==> config.mk <==
export PLATFORM = sky130hd
export DESIGN_NAME = serial_subtractor
export DESIGN_NICKNAME = d
export VERILOG_FILES = /design/src/rtl/serial_sub_pkg.sv /design/src/rtl/full_subtractor.sv /design/src/rtl/serial_subtractor.sv
export SDC_FILE = /design/constraint.sdc
export NUM_CORES = 1
export LEC_CHECK = 0
export ABC_AREA = 1
export CAP_MARGIN = 15
export CORE_MARGIN = 2
export CORE_UTILIZATION = 54
export CTS_CLUSTER_SIZE = 10
export DETAILED_ROUTE_END_ITERATION = 10
export GPL_ROUTABILITY_DRIVEN = 0
export PLACE_DENSITY = 0.84
export SLEW_MARGIN = 20
export SYNTH_ARGS = -nofsm -noshare
export SYNTH_HDL_FRONTEND = slang
export SYNTH_SLANG_ARGS = --single-unit
==> constraint.sdc <==
create_clock -name clk -period 4.05 [get_ports clk]
set_input_delay 0.81 -clock clk [delete_from_list [all_inputs] [get_ports clk]]
set_output_delay 0.81 -clock clk [all_outputs]
set_load 0.01 [all_outputs]
==> src/rtl/serial_sub_pkg.sv <==
// Shared types for the bit-serial subtractor: FSM state encoding and its width.
package serial_sub_pkg;

  localparam int STATE_W = 2;

  typedef enum logic [STATE_W-1:0] {
    IDLE = 2'd0,
    RUN  = 2'd1,
    DONE = 2'd2
  } state_t;

endpackage

==> src/rtl/full_subtractor.sv <==
// One-bit full subtractor cell: d = a - b - bin, with borrow out.
module full_subtractor (
  input  logic a,
  input  logic b,
  input  logic bin,
  output logic d,
  output logic bout
);

  assign d    = a ^ b ^ bin;
  assign bout = (~a & b) | (~(a ^ b) & bin);

endmodule

==> src/rtl/serial_subtractor.sv <==
// Bit-serial a - b, LSB first, one full-subtractor cell plus a borrow flop.
// Optional signed-overflow output enabled by defining SERIAL_SUB_OVERFLOW_EN.
//
// Handshakes: a transfer happens on a rising clk edge where valid && ready;
// start_ready is high only in IDLE, done_valid only in DONE, and the result
// stays stable in DONE until done_ready is seen.
module serial_subtractor
  import serial_sub_pkg::*;
#(
  parameter int WIDTH = 8
) (
  input  logic             clk,
  input  logic             rst_n,
  input  logic             start_valid,
  output logic             start_ready,
  input  logic [WIDTH-1:0] a,
  input  logic [WIDTH-1:0] b,
  output logic [WIDTH-1:0] diff,
  output logic             borrow_out,
  output logic             done_valid,
  input  logic             done_ready,
  output logic             busy
`ifdef SERIAL_SUB_OVERFLOW_EN
  ,
  output logic             ovf
`endif
);

  localparam int CW = $clog2(WIDTH) + 1;
  localparam logic [CW-1:0] LAST_BIT = CW'(WIDTH - 1);

  state_t state, next_state;

  logic [WIDTH-1:0] a_sh, b_sh, diff_r;
  logic             bin, borrow_r;
  logic [CW-1:0]    cnt;
  logic             bit_d, bit_bout;
  logic             start_fire, last_bit;

  full_subtractor u_cell (
    .a    (a_sh[0]),
    .b    (b_sh[0]),
    .bin  (bin),
    .d    (bit_d),
    .bout (bit_bout)
  );

  always_ff @(posedge clk) begin
    if (!rst_n) state <= IDLE;
    else        state <= next_state;
  end

  always_comb begin
    next_state  = state;
    start_ready = 1'b0;
    done_valid  = 1'b0;
    busy        = 1'b0;
    start_fire  = 1'b0;
    last_bit    = 1'b0;
    case (state)
      IDLE: begin
        start_ready = 1'b1;
        start_fire  = start_valid;
        if (start_valid) next_state = RUN;
      end
      RUN: begin
        busy     = 1'b1;
        last_bit = (cnt == LAST_BIT);
        if (last_bit) next_state = DONE;
      end
      DONE: begin
        busy       = 1'b1;
        done_valid = 1'b1;
        if (done_ready) next_state = IDLE;
      end
      default: next_state = IDLE;
    endcase
  end

  // Datapath: operands shift right, result bits enter diff from the MSB side.
  always_ff @(posedge clk) begin
    if (!rst_n) begin
      a_sh     <= '0;
      b_sh     <= '0;
      diff_r   <= '0;
      bin      <= 1'b0;
      borrow_r <= 1'b0;
      cnt      <= '0;
    end else if (start_fire) begin
      a_sh <= a;
      b_sh <= b;
      bin  <= 1'b0;
      cnt  <= '0;
    end else if (state == RUN) begin
      diff_r <= {bit_d, diff_r[WIDTH-1:1]};
      a_sh   <= a_sh >> 1;
      b_sh   <= b_sh >> 1;
      bin    <= bit_bout;
      cnt    <= cnt + CW'(1);
      if (last_bit) borrow_r <= bit_bout;
    end
  end

  assign diff       = diff_r;
  assign borrow_out = borrow_r;

`ifdef SERIAL_SUB_OVERFLOW_EN
  logic a_msb, b_msb, ovf_r;

  // On the last bit, bit_d is the result MSB.
  always_ff @(posedge clk) begin
    if (!rst_n) begin
      a_msb <= 1'b0;
      b_msb <= 1'b0;
      ovf_r <= 1'b0;
    end else if (start_fire) begin
      a_msb <= a[WIDTH-1];
      b_msb <= b[WIDTH-1];
    end else if (last_bit) begin
      ovf_r <= (a_msb != b_msb) && (bit_d != a_msb);
    end
  end

  assign ovf = ovf_r;
`endif

endmodule

==> results.txt <==
- The flow ran to the end, and the final reports show no timing, DRC or antenna violations.
* Yosys warning total: 0
* Max Cap Viol: 0
- Setup-failing EPs final: 0
* Hold EP: a_sh[0]
- Number of global-route vias before repair: 1175
* Cells on worst reg2reg path: 5
* Fin Setup TNS: 0 ns
- Counting tap cells, the placed design contains a total of roughly 250 instances.
* Total clock buffers created by CTS: 5
- In the routed design, unresolved DRC markers number 0.
* Post-DR wirelength/cell: 11.5 µm
* Syn nets: 220
- Setup repair after global routing left no endpoint under its margin.
- Along the worst hold path, the cell count comes to 2.
* Final critical-path required period: 2.46 ns
- X dimension of the die: 57.0 µm
- CORE AREA: about 0.0027 mm²
* Total grt overflow: 0
- Entering global routing, the biggest net connects 29 pins.
* Most common cell after layout, fill and taps aside: nand2_1
- Num Clock Sinks: 32
- Summing all placed instances gives a cell area of 0.00180 mm².
- Layout Utilization: 68.1%
* Avg Inst Size Synth: 7.86 µm²
- Number of antenna violations at the first check in global routing: 0
- Clock Latency Late Sink: 0.33 ns
* Worst-path fanout max: 4
- Category of the worst setup path launch point: register
- CTS clock-pin slew for the worst setup and hold paths: 0.09 ns
- Height of the chip: 57.0 µm
- The worst pin sits at a relative slew slack of approximately a third.
- Sequential elements use 42.2% of the synthesized area.
- The pre-antenna-repair detailed-routing pass consisted of 4 iterations.
* Class of the worst hold path: reg -> reg
* Distinct cell type count of the synthesized netlist: 24
- Actual transition at the worst max-transition pin: approximately 1 ns
- Using the TritonRoute via totals, the vias-per-cell ratio works out to between 5 and 6.
* DIE AREA: 0.00325 mm²
- Library cell with the largest summed area after synthesis: dfxtp_1
- After detailed routing, the total wire length is between 2 and 3 mm.
* Arrival time at the worst endpoint: 1.65 ns
- After technology mapping, the gate count stands at 193.
- Number of buffers on the longest clock path: 2
- In this run, post-CTS hold repair placed 0 buffers.
- In this run the power density over the cells is between 600 and 700 mW/mm².
- Count of nets left with antenna violations after detail routing: 0
- FF-to-FF Start: state[1]
- The post-route netlist has 14.4% of its cells at a drive strength greater than 1.
* Clk Tree Root Cell: clkbuf_4
- The final count of pins violating max slew is 0.
- Kind of critical path: reg -> out
- Postcts setup bufs: 0
- Final clock period utilization by the worst path: around three fifths
- Leak Pwr: 0.751 nW
* Leading cell types in the layout, fill and taps excluded: nand2_1 (43), dfxtp_1 (32), clkdlybuf4s50_1 (31)
- Detailed placement ended at an HPWL of about 2.2 mm.
- Synthesis inferred 32 register bits.
* Non-Filler Instances: 253
* Number of placed I/O pins: 32
- H-tree lvl count: 2
- Cells resized by post-CTS repair: 0
- Worst slack on hold paths: 0.466 ns
- Worst Path Required: 3.24 ns
* Origin of the worst min-delay path: a_sh[1]
* Post-route clock skew: 0.00943 ns
* Total vias in the final route: between 1000 and 1500
- Across the VDD grid, the largest voltage drop is 0.461 mV.
- Slack of the worst reg-to-reg path: 2.08 ns
- Summed over its instances, the top area cell type makes up 42.2% of the synthesized netlist area.
- After synthesis the cells add up to between 0.0015 and 0.002 mm².
- Fmax achieved: 406 MHz
* Endpoint kind of the worst setup timing path: primary output
* Cell types occupying the most area after synthesis: dfxtp_1 (42%), nand2_1 (11%), a21oi_2 (5.8%), nor2_1 (5.7%), ha_1 (5.0%)
- After routing the design area is 0.00185 mm².
* Hold Violations, Final: 0
* Initial core utilization: 56.0%
* Iteration-0 DRC Markers: 34
- The count of buffers added on input and output ports is 31.
- TritonCTS built the clock tree.
- The first global-routing pass estimated 5.02 mm of wire.
- From synthesis to final layout, the design area changed by 21.7%.
- Number of nets in the final layout: 249
- GRT Util Overall: around 20%
- In this run the critical register-to-register path is captured at b_sh[6].
* Ant diodes: 0
* Standard-cell rows: 19
-- power breakdown --
group | switching, mW | total (mW) | leakage, nW | internal, mW
combinational | 0.355 | 0.613 | 0.460 | 0.258
sequential | 0.0618 | 0.473 | 0.263 | 0.411
clock | 0.104 | 0.168 | 0.0281 | 0.0638
-- synthesized netlist by cell type, drive strengths merged --
| cell | instances |
|---|---|
| xnor2 | 1 |
| buf | 9 |
| fa | 1 |
| ha | 6 |
| dfxtp | 32 |
| inv | 13 |
| nand4 | 1 |
| o21ai | 23 |
| a21oi | 23 |
| nor2 | 24 |
| or2 | 1 |
| nand3 | 3 |
| nand2 | 54 |
| xor2 | 2 |
-- cells by family (layout without fill, tap and decap cells) --
group           after synthesis  in the layout  share of synthesized area, %
buf+inv                      22             51                          7.75
compound gates               46             46                          17.7
simple gates                 83             83                          24.3
flops                        32             32                          42.2
fa+ha+maj                     7              7                          6.27
xor+xnor                      3              3                          1.73
-- per-stage QoR --
stage               power, mW  setup WS, ns
floorplan               0.944          2.49
global placement         1.07          1.92
detailed placement       1.10          1.88
CTS                      1.26          1.57
global route             1.35          1.53
finish                   1.25          1.59
-- state kept, by name, indices dropped and copies added (netlist names) --
name        flops
cnt             4
state           2
b_sh            8
borrow_out      1
a_sh            8
bin             1
diff            8
-- area by class of cell --
type,count,area [µm²]
Clock buffer,6,41.3
Clock inverter,1,5.00
Tap cell,31,38.8
Inverter,13,51.3
Multi-Input combinational cell,139,758
Sequential cell,32,641
Timing Repair Buffer,31,310
Fill cell,249,865
-- per-layer routing --
layer / part of all wire (%) / track usage, % / vias to the layer above
met2: 52 / 35.1 / 23
met5: 0 / 0 / -
met1: 43 / 21.6 / 588
li1: - / - / 679
met4: 1.4 / 9.97 / 0
met3: 4.2 / 4.08 / 5
-- how the worst max path moves through the flow --
stage / slack, ns / start / to
final: 1.59 / state[0] / busy
after detailed placement: 1.88 / start_valid / a_sh[5]
after floorplan: 2.49 / state[0] / busy
after CTS: 1.57 / state[0] / busy
after global placement: 1.92 / start_valid / a_sh[3]
after global routing: 1.53 / state[0] / busy
-- worst max-delay path, stage by stage, from the launching register on --
cell and delay, ns:
dfxtp_1 0.39, inv_1 0.10, ha_1 0.30, clkdlybuf4s50_1 0.53
(Power assumes the default switching activity.)
